**src/rtl/rf_arb_pkg.sv**
```systemverilog
// Shared types and constants for the register-file write-port arbiter.
package rf_arb_pkg;

    typedef enum logic [1:0] {
        SRC_NONE = 2'd0,
        SRC_WB   = 2'd1,
        SRC_TRAP = 2'd2,
        SRC_UART = 2'd3
    } src_e;

    localparam logic [4:0] K0_ADDR_DEF   = 5'd26;
    localparam logic [4:0] UART_REG0_DEF = 5'd24;
    localparam logic [4:0] UART_REG1_DEF = 5'd25;

    // Bit 8 is the destination flag, bits 7:0 the received byte.
    localparam int UART_ENTRY_W = 9;

    function automatic logic [31:0] uart_word(input logic [7:0] b);
        return {24'h00_0000, b};
    endfunction

endpackage

```
**src/rtl/uart_byte_fifo.sv**
```systemverilog
// Small synchronous FIFO holding {flag, byte} UART entries until the write slot frees up.
module uart_byte_fifo
    import rf_arb_pkg::*;
#(
    parameter int DEPTH = 4,
    localparam int CW = $clog2(DEPTH + 1),
    localparam int AW = $clog2(DEPTH)
) (
    input  logic                    clk,
    input  logic                    reset,
    input  logic                    push,
    input  logic [UART_ENTRY_W-1:0] push_data,
    input  logic                    pop,
    output logic [UART_ENTRY_W-1:0] pop_data,
    output logic                    full,
    output logic                    empty,
    output logic [CW-1:0]           count
);

    logic [UART_ENTRY_W-1:0] mem_r [DEPTH];
    logic [AW-1:0]           wr_ptr_r;
    logic [AW-1:0]           rd_ptr_r;
    logic [CW-1:0]           count_r;
    logic                    do_push_s;
    logic                    do_pop_s;

    assign full      = (count_r == CW'(DEPTH));
    assign empty     = (count_r == CW'(0));
    assign count     = count_r;
    assign pop_data  = mem_r[rd_ptr_r];
    assign do_push_s = push && !full;
    assign do_pop_s  = pop && !empty;

    // Entry storage; contents need no reset because count gates visibility.
    always_ff @(posedge clk) begin
        if (do_push_s) begin
            mem_r[wr_ptr_r] <= push_data;
        end
    end

    // Pointer and occupancy bookkeeping; DEPTH is a power of two so pointers wrap naturally.
    always_ff @(posedge clk or posedge reset) begin
        if (reset) begin
            wr_ptr_r <= AW'(0);
            rd_ptr_r <= AW'(0);
            count_r  <= CW'(0);
        end else begin
            if (do_push_s) begin
                wr_ptr_r <= wr_ptr_r + AW'(1);
            end
            if (do_pop_s) begin
                rd_ptr_r <= rd_ptr_r + AW'(1);
            end
            case ({do_push_s, do_pop_s})
                2'b10:   count_r <= count_r + CW'(1);
                2'b01:   count_r <= count_r - CW'(1);
                default: count_r <= count_r;
            endcase
        end
    end

endmodule

```
**src/rtl/regfile_wport_arbiter.sv**
```systemverilog
// Shares the single register-file write port between WB, trap ($k0) and UART mailbox writes,
// raising stall_req when a non-WB write has waited too long.
module regfile_wport_arbiter
    import rf_arb_pkg::*;
#(
    parameter int         UART_FIFO_DEPTH = 4,
    parameter int         STARVE_LIMIT    = 8,
    parameter logic [4:0] K0_ADDR         = K0_ADDR_DEF,
    parameter logic [4:0] UART_REG0       = UART_REG0_DEF,
    parameter logic [4:0] UART_REG1       = UART_REG1_DEF,
    localparam int        FCW             = $clog2(UART_FIFO_DEPTH + 1),
    localparam int        SCW             = $clog2(STARVE_LIMIT + 1)
) (
    input  logic            clk,
    input  logic            reset,
    input  logic            wb_we,
    input  logic [4:0]      wb_addr,
    input  logic [31:0]     wb_data,
    input  logic            trap_valid,
    input  logic [31:0]     trap_data,
    output logic            trap_ready,
    input  logic            uart_valid,
    input  logic            uart_flag,
    input  logic [7:0]      uart_data,
    output logic            uart_ready,
    output logic            rf_we,
    output logic [4:0]      rf_addr,
    output logic [31:0]     rf_data,
    output logic            stall_req,
    output logic            err_drop,
    output logic [FCW-1:0]  fifo_count
);

    logic                    trap_pend_r;
    logic [31:0]             trap_data_r;
    logic [SCW-1:0]          starve_cnt_r;

    logic                    wb_req_s;
    logic                    trap_ready_s;
    logic                    trap_acc_s;
    logic                    uart_ready_s;
    logic                    uart_push_s;
    logic                    fifo_full_s;
    logic                    fifo_empty_s;
    logic [UART_ENTRY_W-1:0] fifo_head_s;
    logic [FCW-1:0]          fifo_count_s;
    logic                    nonwb_pend_s;
    src_e                    grant_s;
    logic [4:0]              grant_addr_s;
    logic [31:0]             grant_data_s;

    // Address 0 is hardwired, so a WB "write" to it never takes the slot.
    assign wb_req_s     = wb_we && (wb_addr != 5'd0);
    assign trap_ready_s = ~trap_pend_r;
    assign trap_acc_s   = trap_valid && trap_ready_s;
    assign uart_ready_s = ~fifo_full_s;
    assign uart_push_s  = uart_valid && uart_ready_s;
    assign nonwb_pend_s = trap_pend_r || (fifo_count_s != FCW'(0));

    assign trap_ready = trap_ready_s & ~reset;
    assign uart_ready = uart_ready_s & ~reset;
    assign fifo_count = fifo_count_s;
    assign stall_req  = trap_pend_r || (starve_cnt_r == SCW'(STARVE_LIMIT));

    uart_byte_fifo #(
        .DEPTH (UART_FIFO_DEPTH)
    ) u_fifo (
        .clk       (clk),
        .reset     (reset),
        .push      (uart_push_s),
        .push_data ({uart_flag, uart_data}),
        .pop       (grant_s == SRC_UART),
        .pop_data  (fifo_head_s),
        .full      (fifo_full_s),
        .empty     (fifo_empty_s),
        .count     (fifo_count_s)
    );

    // Fixed-priority grant of this cycle's write slot and the write it carries.
    always_comb begin
        grant_s      = SRC_NONE;
        grant_addr_s = 5'd0;
        grant_data_s = 32'h0000_0000;
        if (wb_req_s) begin
            grant_s      = SRC_WB;
            grant_addr_s = wb_addr;
            grant_data_s = wb_data;
        end else if (trap_pend_r || trap_acc_s) begin
            grant_s      = SRC_TRAP;
            grant_addr_s = K0_ADDR;
            grant_data_s = trap_pend_r ? trap_data_r : trap_data;
        end else if (!fifo_empty_s) begin
            grant_s      = SRC_UART;
            grant_addr_s = fifo_head_s[8] ? UART_REG1 : UART_REG0;
            grant_data_s = uart_word(fifo_head_s[7:0]);
        end else begin
            grant_s      = SRC_NONE;
        end
    end

    // Registered write port, trap holding register, starvation counter and sticky drop flag.
    always_ff @(posedge clk or posedge reset) begin
        if (reset) begin
            rf_we        <= 1'b0;
            rf_addr      <= 5'd0;
            rf_data      <= 32'h0000_0000;
            trap_pend_r  <= 1'b0;
            trap_data_r  <= 32'h0000_0000;
            starve_cnt_r <= SCW'(0);
            err_drop     <= 1'b0;
        end else begin
            rf_we   <= (grant_s != SRC_NONE);
            rf_addr <= grant_addr_s;
            rf_data <= grant_data_s;

            if (grant_s == SRC_TRAP) begin
                trap_pend_r <= 1'b0;
            end else if (trap_acc_s) begin
                trap_pend_r <= 1'b1;
                trap_data_r <= trap_data;
            end

            if ((grant_s == SRC_TRAP) || (grant_s == SRC_UART) || !nonwb_pend_s) begin
                starve_cnt_r <= SCW'(0);
            end else if ((grant_s == SRC_WB) && (starve_cnt_r != SCW'(STARVE_LIMIT))) begin
                starve_cnt_r <= starve_cnt_r + SCW'(1);
            end

            if ((trap_valid && !trap_ready_s) || (uart_valid && !uart_ready_s)) begin
                err_drop <= 1'b1;
            end
        end
    end

endmodule
```
**config.mk**
```make
export PLATFORM = sky130hd
export DESIGN_NAME = regfile_wport_arbiter
export DESIGN_NICKNAME = d
export VERILOG_FILES = /design/src/rtl/rf_arb_pkg.sv /design/src/rtl/uart_byte_fifo.sv /design/src/rtl/regfile_wport_arbiter.sv
export SDC_FILE = /design/constraint.sdc
export NUM_CORES = 1
export LEC_CHECK = 0
export BUFFER_PORTS_ARGS = -buffer_cell sky130_fd_sc_hd__clkbuf_2
export CAP_MARGIN = 20
export CELL_PAD_IN_SITES_DETAIL_PLACEMENT = 0
export CELL_PAD_IN_SITES_GLOBAL_PLACEMENT = 1
export CORE_AREA = 2 2 109 111
export CTS_CLUSTER_DIAMETER = 100
export CTS_CLUSTER_SIZE = 16
export DETAILED_ROUTE_END_ITERATION = 16
export DIE_AREA = 0 0 111 113
export PLACE_DENSITY = 0.92
export SYNTH_ARGS = -nofsm -noshare
export SYNTH_HDL_FRONTEND = slang
export SYNTH_HIERARCHICAL = 1
export SYNTH_SLANG_ARGS = --single-unit
```
**constraint.sdc**
```tcl
create_clock -name clk -period 7.3 [get_ports clk]
set_input_delay 1.095 -clock clk [delete_from_list [all_inputs] [get_ports clk]]
set_output_delay 1.095 -clock clk [all_outputs]
set_load 0.02 [all_outputs]
```
* Word-level counts from Yosys, hierarchy flattened
Memory sizes are Yosys's and may differ from the RTL's.
Cells that the tools add are included.
** Cells by class
- Add/subtract/negate cells :: 5
- Equal/unequal tests :: 8
- Mux-type cells :: 18
- Bitwise operators :: 6
- Reduce and logical (&&, ||, !) cells :: 25
** Operators with widths (number)
- 32-bit two-way mux :: 3
- 5-bit two-way mux :: 3
- 1-bit logical AND :: 8
- 4-bit two-way mux :: 2
- 8-bit two-way mux :: 1
- 2-bit nonzero test :: 4
- 2-bit equality test, second input constant :: 3
- 1-bit logical OR :: 6
- 2-bit two-way mux :: 3
- 3-bit one-hot mux with 2 select lines :: 1
- 1-bit two-way mux :: 5
- 5-bit nonzero test :: 1
- 2-bit by 1-bit adder with 2-bit output, second input constant :: 2
- 4-bit by 1-bit adder with 4-bit output, second input constant :: 1
- 2-bit by 1-bit equality test with 1-bit output, second input constant :: 2
- 4-bit equality test, second input constant :: 1
- 4-bit inequality test, second input constant :: 1
- 1-bit inverter :: 4
- 3-bit by 1-bit adder with 3-bit output, second input constant :: 1
- 3-bit equality test, second input constant :: 1
- 1-bit zero test :: 3
- 3-bit zero test :: 1
- 3-bit nonzero test :: 1
- 3-bit by 1-bit subtractor with 3-bit output, second input constant :: 1
- other kinds (2) :: 3
** Storage, ports and cells
- Bits in registers :: 83
- RAM bits :: 36
- Bits of input ports :: 83
- Output and inout bits :: 45
- Word-level logic and storage cells :: 73
- Memories kept :: 1
** Memories
- u_fifo.mem_r :: words 4, bits a word 9, read ports 1, clocked after Yosys merged registers in 0, write ports 1, line uart_byte_fifo.sv:20 : logic [UART_ENTRY_W-1:0] mem_r [DEPTH];

* Logic depth before layout (Yosys ltp)
Gate-level depths: netlist of the first run.
- Depth in word-level cells :: 9
- Gate-level depth with buffers :: 11
- Depth with buffers taken out :: 10

* Modules after synthesis
The synthesis of the first run kept the hierarchy.
** Modules (own cells, without submodules)
- regfile_wport_arbiter :: times used 1, cells each 300, area an instance 3375.7 um^2, sequential area each 1901.8 um^2
- uart_byte_fifo :: times used 1, cells each 85, area an instance 1742.9 um^2, sequential area each 1256.2 um^2

* Least setup slack after synthesis of the first run
Ideal clock, no wire load.
- Kind :: input to register
- Start point :: in wb_addr[3]
- End point :: reg u_fifo.count_r[2], in the netlist u_fifo/count[2]
- Setup time :: 0.080 ns
- Arrival :: 3.272 ns
- Required time :: 7.220 ns
- Setup slack :: 3.948 ns
- Stages on the path :: 11
- Path buffers :: 1
- Cell sequence :: or4_4 o21a_1 buf_6 nor4_4 o31a_2 ha_1 inv_1 fa_1 xor2_1 nor2_1 xor2_1
** On the way
- Word-level cells in the longest chain between the ends :: 7
- Elaborated cells between the ends (all ways) :: 9
- Classes of those cells :: eq/ne (3); mux (2); reduce/logical (4)
** RTL lines
- start, declared :: line regfile_wport_arbiter.sv:17 : input logic [4:0] wb_addr,
- 5-bit nonzero test (*) :: line regfile_wport_arbiter.sv:53 : assign wb_req_s = wb_we && (wb_addr != 5'd0);
- 1-bit logical AND (*) :: line regfile_wport_arbiter.sv:53
- 2-bit two-way mux (*) :: line regfile_wport_arbiter.sv:84 : if (wb_req_s) begin
- 2-bit equality test (*) :: line regfile_wport_arbiter.sv:72 : .pop (grant_s == SRC_UART),
- 1-bit logical AND (*) :: line uart_byte_fifo.sv:32 : assign do_pop_s = pop && !empty;
- net u_fifo.do_pop_s :: line uart_byte_fifo.sv:25 : logic do_pop_s;
- 2-bit by 1-bit equality test with 1-bit output / 2-bit equality test (equally long branches) :: line uart_byte_fifo.sv:54 : case ({do_push_s, do_pop_s})
- 3-bit one-hot mux with 2 select lines / 2-bit nonzero test (equally long branches)
- end signal, assigned :: line uart_byte_fifo.sv:55 : 2'b10: count_r <= count_r + CW'(1);
- end signal, assigned :: line uart_byte_fifo.sv:56 : 2'b01: count_r <= count_r - CW'(1);
- end signal, assigned :: line uart_byte_fifo.sv:57 : default: count_r <= count_r;
- end, declared :: line uart_byte_fifo.sv:23 : logic [CW-1:0] count_r;
The timed path passes the listed nets; every way through them passes the cells marked *.
A chain may end at the register's enable or synchronous reset.

* Worst setup path in the final report of the first run
Same ends and word-level chain as after synthesis.

==> results of run 1 <==
==> layout by cell type, fill, tap and decap left out, types with 3 or more instances in the layout <==
cell	synthesis	routed
a21oi_1	13	13
a221oi_1	19	19
a221oi_2	3	3
and2_1	3	3
and2_2	4	4
buf_4	1	3
bufinv_16	0	3
clkbuf_1	7	4
clkbuf_16	0	18
clkbuf_2	0	127
clkbuf_8	0	3
clkinv_2	0	3
dfrtp_1	83	82
edfxtp_1	36	36
ha_1	7	7
inv_1	10	9
mux2_1	6	6
mux2_2	26	26
mux4_2	9	9
nand2_1	31	31
nand3_1	5	5
nor2_1	46	46
nor2b_1	10	10
o21ai_0	11	11
o31ai_1	8	8
xnor2_1	3	3
xor2_1	3	3
==> cell usage after synthesis, drive strengths merged <==
library cell	instances
dfrtp	83
nor2	46
edfxtp	36
mux2	33
nand2	32
a221oi	22
buf	15
a21oi	13
o21ai	12
nor2b	11
inv	10
mux4	9
o31ai	8
and2	7
clkbuf	7
ha	7
nand3	5
o21a	3
xnor2	3
xor2	3
a31oi	2
nand3b	2
nor4	2
a221o	1
a22o	1
and3	1
fa	1
mux2i	1
nand2b	1
nand4b	1
nor3	1
nor3b	1
o21ba	1
o31a	1
or2	1
or3	1
or4	1
==> critical path: cells and delay by family <==
kind | cells | cell delay [ps]
AO/OA/AOI/OAI | 2 | 790
XOR/XNOR | 2 | 310
adder cells (fa/ha/maj) | 2 | 550
buffers and inverters | 2 | 150
AND/OR/NAND/NOR | 3 | 1000
==> stage by stage <==
step           cells  utilization (%)  area (µm²)
5_1_grt          668             57.1        6440
4_1_cts          668             57.1        6440
2_1_floorplan    385                -        5120
6_report         668             57.1        6440
3_3_place_gp     636             51.6        5820
3_5_place_dp     636             51.6        5820
==> area by class of cell <==
type / count / area share (%)
clock buffers: 25 / 7.87
clock inverters: 7 / 1.79
flip-flops and latches: 119 / 49.1
repair buffers: 130 / 10.2
inverters: 10 / 0.603
well taps: 143 / 2.78
multi-input cells: 234 / 27.7
==> path summary, 6_finish.rpt <==
path,endpoint,start,cells after the start
max in group asynchronous,trap_pend_r$_DFFE_PP0P_,reset,3
min reg2reg,trap_data_r[5]$_DFFE_PP0P_,trap_data_r[5]$_DFFE_PP0P_,1
max reg2reg,u_fifo/count[2]$_DFFE_PP0P_,trap_pend_r$_DFFE_PP0P_,9
max,u_fifo/count[2]$_DFFE_PP0P_,wb_addr[3],11
min in group asynchronous,u_fifo/wr_ptr_r[1]$_DFFE_PP0P_,reset,2
min,trap_data_r[5]$_DFFE_PP0P_,trap_data_r[5]$_DFFE_PP0P_,1
==> sequential cells by signal, indices dropped and copies added, names as in the netlist, 2 cells and up <==
signal           count
rf_addr              5
rf_data             32
starve_cnt_r         4
trap_data_r         32
u_fifo/count         3
u_fifo/mem_r        36
u_fifo/rd_ptr_r      2
u_fifo/wr_ptr_r      2
==> kinds of logic (layout without fill, tap and decap cells) <==
logic type	count (synthesis)	after routing	synth area share, %
AOI/OAI and AO/OA	64	64	9.26
xor gates and xnor gates	6	6	1.03
adders and majority gates	8	8	2.10
buffers and inverters	32	172	3.54
DFF	119	119	61.7
muxes	43	43	11.5
and+or+nand+nor	113	113	10.9
==> where the power goes <==
part	switching, µW	internal (µW)	total (µW)	leakage [µW]
clock	278	583	861	0.000299
sequential	99.0	820	919	0.00131
combinational	236	209	446	0.00124
==> layer usage <==
layer	vias up	global-route usage [%]	share of wire [%]
met5	-	0	0
met4	0	6.17	0.72
met3	9	5.78	6.2
met2	121	30.3	49
met1	1678	23.8	44
li1	1641	-	-
==> impl_metrics.toml, run 1 <==
[grt]
grt_pass1_vias = 3518
antenna_found_initial = 0
first_pass_grt_wire_length_um = 17900
grt_max_degree = 77
grt-ovfl-total = 0
grt_util_all_layers_pct = 18.5

[critical_path]
timing.critical_path.arrival_ps = 3910
crit_path_max_incr_delay_ps = 550
worst-path-max-fanout = 56
critical-path-slowest-cell = "o21a_2"
critPathCaptureType = "register"
required_ps = 7620
crit_path_cell_trace = "clkbuf_2, or4_4, o21a_2, nor4_4, o31a_2, ha_1, inv_1, fa_1, xor2_1, nor2_1, xor2_1"
setup.worst_path.start_class = "input port"
crit_top_cell = "xor2_1"
timing.reg2reg.setup_slack_ps = 4730
worstSetupPathType = "input port to register"

[yosys]
ys.warnings.count = 6
synth_seq_cells = 119
synth_fp_nets = 476
yosys.area.top_type_share_pct = 40.6
syn_area_per_cell_um2 = 13.3
yosys.area.top_type = "dfrtp_1"
netlist-cell-type-count = 48
ys_seq_area_share_pct = 61.7
synthesis.instances = 385
yosys-top-cells-area = "dfrtp_1 (41%), edfxtp_1 (21%), mux2_2 (5.7%)"
post_synthesis_cell_area_um2 = 5120

[worst_hold_path]
min_path_type = "register to register"

[placed_design]
place_worst_setup_slack_ps = 3320
buffer_ports.inserted = 127
globalplace.congestion = 0.747
dp_hpwl_um = 7500

[sta]
unrepaired_setup_endpoints_after_global_routing = "no"
timing.final.setup_violations = 0
worstMarginPinSlew_ps = 1080
post-route-min-period_ps = 3590
finalHoldViolCount = 0
total_negative_setup_slacks_ps = 0
clock.fmax_mhz = 279
slew_violations = 0
timing.slew.headroom_pct = 27.7
fin_skew_ps = 9.55
finalHoldWorstSlack_ps = 489
layout_setup_ws_ps = 3710
period_share_pct = 49.2

[cells_and_area]
finish.net_count = 603
multi_input_gate_area_um2 = 1780
layout-drive-gt1-share_pct = 40.6
diodes = 0
area.growth.synth_to_final_pct = 25.8
layout.area.seq_um2 = 3160
fillerInstances = 901

[floorplanning]
die_outline_area_um2 = 12500
std_cell_rows = 39
core_region_area_um2 = 11300
die_height_um = 113
die_width_um = 111
io_pins = 128
starting_density_of_the_core_pct = 45.4

[clock_network]
cts_made_buffers = 17
insertion_delay_ps = 410
cts_root_buf = "clkbuf_16"
tritoncts = "done"
cts_setup_buffers = 0
depth_of_the_cts_h_tree = 4
numClockSinks = 119
clk_pin_slew_ps = 50
cts_hold_buffers = 0
clock_path_buffers = 2
cts-resized-gates = 0

[pwr]
p_leak_uw = 0.00285
peak_ir_drop_on_the_vdd_network_mv = 0.190
cellPowerDensity_nw_per_um2 = 346
total_power_uw = 2230

[drt]
drt_first_pass_iters = 4
post-route-drc-count = 0
drtIter0Drc = 227
via_count = 3449
detail_route.wl_per_cell_um = 16.8
post_drt_via_cell_ratio = 5.16
ant_nets = 0
routed_wirelength_um = 11200

[job]
timing.max_cap.violations = 0

[outcome]
run_status = "completed"
Power figures use the tool's default switching activity.
==> run 2: changes to the inputs <==
--- a/config.mk
+++ b/config.mk
@@ -9,12 +9,12 @@
 export CAP_MARGIN = 20
 export CELL_PAD_IN_SITES_DETAIL_PLACEMENT = 0
 export CELL_PAD_IN_SITES_GLOBAL_PLACEMENT = 1
-export CORE_AREA = 2 2 109 111
+export CORE_AREA = 2 2 114 116
 export CTS_CLUSTER_DIAMETER = 100
 export CTS_CLUSTER_SIZE = 16
 export DETAILED_ROUTE_END_ITERATION = 16
-export DIE_AREA = 0 0 111 113
-export PLACE_DENSITY = 0.92
+export DIE_AREA = 0 0 116 118
+export PLACE_DENSITY = 0.86
 export SYNTH_ARGS = -nofsm -noshare
 export SYNTH_HDL_FRONTEND = slang
 export SYNTH_HIERARCHICAL = 1
==> constraint.sdc (replaced) <==
create_clock -name clk -period 3.7 [get_ports clk]
set_input_delay 0.555 -clock clk [delete_from_list [all_inputs] [get_ports clk]]
set_output_delay 0.555 -clock clk [all_outputs]
set_load 0.02 [all_outputs]
==> impl_metrics.toml, run 2 (synthesis results as in run 1) <==
[critical_path]
worst-path-max-fanout = 3
r2r_cells = 9
crit_path_max_incr_delay_ps = 550
timing.critical_path.max_delay_family = "simple AND/OR/NAND/NOR gates"
required_ps = 4040
path_depth = 11
worstSetupPathType = "input port to register"
critPathCaptureType = "register"
crit_top_cell = "xor2_1"
timing.critical_path.arrival_ps = 2830
cp_num_buf_inv = 2
critical-path-slowest-cell = "or4_4"
setup.worst_path.start_class = "input port"
crit_path_cell_trace = "clkbuf_2, or4_4, o21a_2, nor4_4, o31a_2, ha_1, inv_1, fa_1, xor2_1, nor2_1, xor2_1"

[sta]
fin_skew_ps = 7.97
worstMarginPinSlew_ps = 1000
post-route-min-period_ps = 2490
slew_violations = 0
timing.slew.headroom_pct = 33.3
finalHoldWorstSlack_ps = 118
clock.fmax_mhz = 401
period_share_pct = 67.4
timing.final.setup_violations = 0
finalHoldViolCount = 0
unrepaired_setup_endpoints_after_global_routing = "no"
total_negative_setup_slacks_ps = 0

[clock_network]
cts_root_buf = "clkbuf_16"
clk_pin_slew_ps = 60
cts_hold_buffers = 0
cts-resized-gates = 0
clock_path_buffers = 2
cts_setup_buffers = 0
insertion_delay_ps = 410
depth_of_the_cts_h_tree = 4
cts_made_buffers = 17
numClockSinks = 119
tritoncts = "done"

[drt]
ant_nets = 0
routed_wirelength_um = 11400
drtIter0Drc = 313
detail_route.wl_per_cell_um = 16.3
post-route-drc-count = 0
drt_first_pass_iters = 4
post_drt_via_cell_ratio = 4.93
via_count = 3457

[grt]
grt_pass1_vias = 3629
antenna_found_initial = 0
grt_max_degree = 56
grt_util_all_layers_pct = 18.0
grt-ovfl-total = 0
first_pass_grt_wire_length_um = 18700

[outcome]
run_status = "completed"

[cells_and_area]
area.growth.synth_to_final_pct = 26.2
finish.utilization_pct = 52.0
finish.net_count = 607
largest_register = "u_fifo/mem_r"
max_reg_flops = 36
leading_cell_type_in_the_layout_fill_and_taps_excluded = "clkbuf_2"
layout-drive-gt1-share_pct = 40.8
most-common-layout-cells = "clkbuf_2 (127), dfrtp_1 (82), nor2_1 (46), edfxtp_1 (36), nand2_1 (31)"
fin_cells = 701
biggestRegsByFlops = "u_fifo/mem_r x36, rf_data x32, trap_data_r x32"
diodes = 0

[floorplanning]
std_cell_rows = 41
die_width_um = 116
die_height_um = 118
core_region_area_um2 = 12400
die_outline_area_um2 = 13700
starting_density_of_the_core_pct = 41.2
io_pins = 128

[pwr]
p_leak_uw = 0.00285
cellPowerDensity_nw_per_um2 = 664
peak_ir_drop_on_the_vdd_network_mv = 0.423

[placed_design]
dp_hpwl_um = 7990
place.detailed.instances = 668
buffer_ports.inserted = 127
globalplace.congestion = 0.767

[worst_hold_path]
min_path_type = "input port to async pin"

[job]
timing.max_cap.violations = 0
-- run 2: per-layer routing --
| metal | GRT usage, % | routed length, µm | vias to the layer above |
|---|---|---|---|
| met3 | 6.33 | 697 | 10 |
| met1 | 23.8 | 5120 | 1694 |
| met5 | 0 | 0 | - |
| li1 | - | - | 1648 |
| met2 | 28.1 | 5510 | 105 |
| met4 | 4.99 | 91 | 0 |
-- run 2: worst reg2reg max path, delay by kind of cell (launching register included) --
family	cells	cell delay (ps)
flops	1	570
buf+inv	1	60
simple gates	3	620
fa+ha+maj	2	550
xor+xnor	2	300
compound gates	1	220
-- run 2: area by class of cell --
| type | instances | area [µm²] |
|---|---|---|
| fillers | 1094 | 5950 |
| flip-flops and latches | 119 | 3160 |
| multi-input cells | 234 | 1780 |
| repair buffers | 134 | 688 |
| clock buffers | 24 | 483 |
| well taps | 172 | 215 |
| clock inverters | 8 | 96.3 |
| inverters | 10 | 38.8 |
-- run 2: path summary, 6_finish.rpt --
| path | start | endpoint | slack (ps) |
|---|---|---|---|
| min in group clk | wb_data[2] | rf_data[2]$_DFF_PP0_ | 350 |
| min | reset | u_fifo/wr_ptr_r[1]$_DFFE_PP0P_ | 120 |
| max reg2reg | u_fifo/count[0]$_DFFE_PP0P_ | u_fifo/count[2]$_DFFE_PP0P_ | 1310 |
| min reg2reg | trap_data_r[6]$_DFFE_PP0P_ | trap_data_r[6]$_DFFE_PP0P_ | 490 |
| max | wb_addr[3] | u_fifo/count[2]$_DFFE_PP0P_ | 1210 |
| max in group asynchronous | reset | trap_data_r[29]$_DFFE_PP0P_ | 2670 |
-- run 2: report_power, final --
part	internal, µW	switching (µW)	leakage [µW]
Clock	1040	547	0.000283
Combinational	414	467	0.00126
Sequential	1620	200	0.00131
Total	3070	1210	0.00285
-- run 2: per-stage QoR --
step                      setup WS, ps  power, µW  cell area, µm²
after global routing              1080       4530            6460
after CTS                         1150       4340            6450
after global placement             820       2680            5870
after floorplan                    888       2420            5120
final                             1210       4290            6460
after detailed placement           766       2730            5870
==> run 3: changes to the inputs <==
==> constraint.sdc (replaced) <==
create_clock -name clk -period 2.4 [get_ports clk]
set_input_delay 0.36 -clock clk [delete_from_list [all_inputs] [get_ports clk]]
set_output_delay 0.36 -clock clk [all_outputs]
set_load 0.02 [all_outputs]
==> impl_metrics.toml, run 3 (synthesis results as in run 1) <==
[outcome]
run_status = "completed"

[critical_path]
worstSetupPathType = "input port to register"
worst-path-max-fanout = 2
timing.critical_path.arrival_ps = 2530
setup.worst_path.start_class = "input port"
critPathCaptureType = "register"
required_ps = 2730

[grt]
grt_max_degree = 57
antenna_found_initial = 0
first_pass_grt_wire_length_um = 17800
grt_util_all_layers_pct = 17.1
grt-ovfl-total = 0
grt_pass1_vias = 3640

[pwr]
total_power_uw = 6770
power.share.sequential_pct = 40.6
p_leak_uw = 0.00291
cellPowerDensity_nw_per_um2 = 1030
peak_ir_drop_on_the_vdd_network_mv = 0.655
internal_power_uw = 4830
combPwrFrac_pct = 21.4
netSwitchingPower_uw = 1950
power.switching_fraction_pct = 28.8
clkPwrFrac_pct = 37.9

[sta]
period_share_pct = 91.7
timing.final.setup_violations = 0
post-route-min-period_ps = 2200
slew_violations = 0
fin_skew_ps = 6.73
unrepaired_setup_endpoints_after_global_routing = "no"
finalHoldViolCount = 0
worstMarginPinSlew_ps = 647
timing.slew.headroom_pct = 56.5
clock.fmax_mhz = 454

[floorplanning]
core_region_area_um2 = 12400
starting_density_of_the_core_pct = 41.2
die_width_um = 116
die_outline_area_um2 = 13700
die_height_um = 118
std_cell_rows = 41
io_pins = 128

[placed_design]
buffer_ports.inserted = 127
dp_hpwl_um = 7630
globalplace.congestion = 0.778

[cells_and_area]
biggestRegsByFlops = "u_fifo/mem_r x36, rf_data x32, trap_data_r x32"
area.growth.synth_to_final_pct = 29.0
leading_cell_type_in_the_layout_fill_and_taps_excluded = "clkbuf_2"
diodes = 0
most-common-layout-cells = "clkbuf_2 (127), dfrtp_1 (82), nor2_1 (46), edfxtp_1 (36), nand2_1 (31)"
finish.net_count = 617
layout-drive-gt1-share_pct = 42.7
finish.utilization_pct = 53.2
largest_register = "u_fifo/mem_r"
max_reg_flops = 36

[drt]
via_count = 3497
post_drt_via_cell_ratio = 4.92
post-route-drc-count = 0
drtIter0Drc = 254
ant_nets = 0
drt_first_pass_iters = 4
routed_wirelength_um = 10900
detail_route.wl_per_cell_um = 15.4

[clock_network]
depth_of_the_cts_h_tree = 4
cts_made_buffers = 17
cts_root_buf = "clkbuf_16"
clk_pin_slew_ps = 50
insertion_delay_ps = 410
numClockSinks = 119
tritoncts = "done"
clock_path_buffers = 2
cts-resized-gates = 0

[job]
timing.max_cap.violations = 0

[worst_hold_path]
min_path_type = "input port to register"
run 3: final cells by class:
cell class,count,area (µm²)
fill,1087,5810
inverter,10,38.8
multi-input combinational,234,1800
clock buffer,17,425
timing repair buffer,144,791
sequential,119,3160
tap,172,215
clock inverter,15,179
run 3: repair_timing:
| item | in CTS | in global routing |
|---|---|---|
| endpoints found under the setup margin | 0 | 0 |
| endpoints found under the hold margin | 7 | 0 |
| buffers inserted | 0 | 0 |
| hold buffers | 1 | 0 |
run 3: layer usage:
metal / vias up / track usage (%) / share of wire (%)
met1: 1706 / 20.7 / 42
met3: 18 / 5.36 / 5.7
li1: 1670 / - / -
met5: - / 0 / 0
met4: 0 / 6.62 / 1.9
met2: 103 / 28.3 / 50
run 3: final timing paths:
check,startpoint,to,slack [ps],cells past startpoint
worst min register to register,trap_data_r[14]$_DFFE_PP0P_,trap_data_r[14]$_DFFE_PP0P_,490,1
worst min-delay path,wb_data[16],rf_data[16]$_DFF_PP0_,150,3
max in group asynchronous,reset,trap_pend_r$_DFFE_PP0P_,1170,4
min in group asynchronous,reset,u_fifo/wr_ptr_r[1]$_DFFE_PP0P_,460,3
worst max register to register,u_fifo/count[2]$_DFFE_PP0P_,u_fifo/count[2]$_DFFE_PP0P_,220,10
worst max-delay path,wb_addr[3],u_fifo/count[2]$_DFFE_PP0P_,200,11
run 3: worst max-delay path: stages:
cell	delay [ps]
clkbuf_2	90
or4_4	530
o21a_2	250
nor4_4	150
o31a_2	220
ha_4	130
inv_2	30
fa_2	320
xor2_1	150
nor2_1	130
xor2_1	160
run 3: per-stage QoR:
| stage | std cells | TNS (ps) | hold slack [ps] | cell area [µm²] | setup slack [ps] |
|---|---|---|---|---|---|
| floorplan | 385 | -225 | 163 | 5130 | -169 |
| global placement | 678 | -224 | 336 | 5990 | -175 |
| detailed placement | 678 | -325 | 340 | 5990 | -224 |
| CTS | 711 | 0 | 135 | 6600 | 204 |
| global route | 711 | 0 | 144 | 6600 | 116 |
| finish | 711 | 0 | 151 | 6600 | 200 |
run 3: power groups by stage:
stage / clock (µW) / combinational [µW] / sequential [µW]
floorplan: 0 / 940 / 2810
global placement: 0 / 1400 / 2770
detailed placement: 0 / 1470 / 2790
CTS: 2610 / 1470 / 2760
global route: 2710 / 1590 / 2800
finish: 2570 / 1450 / 2750
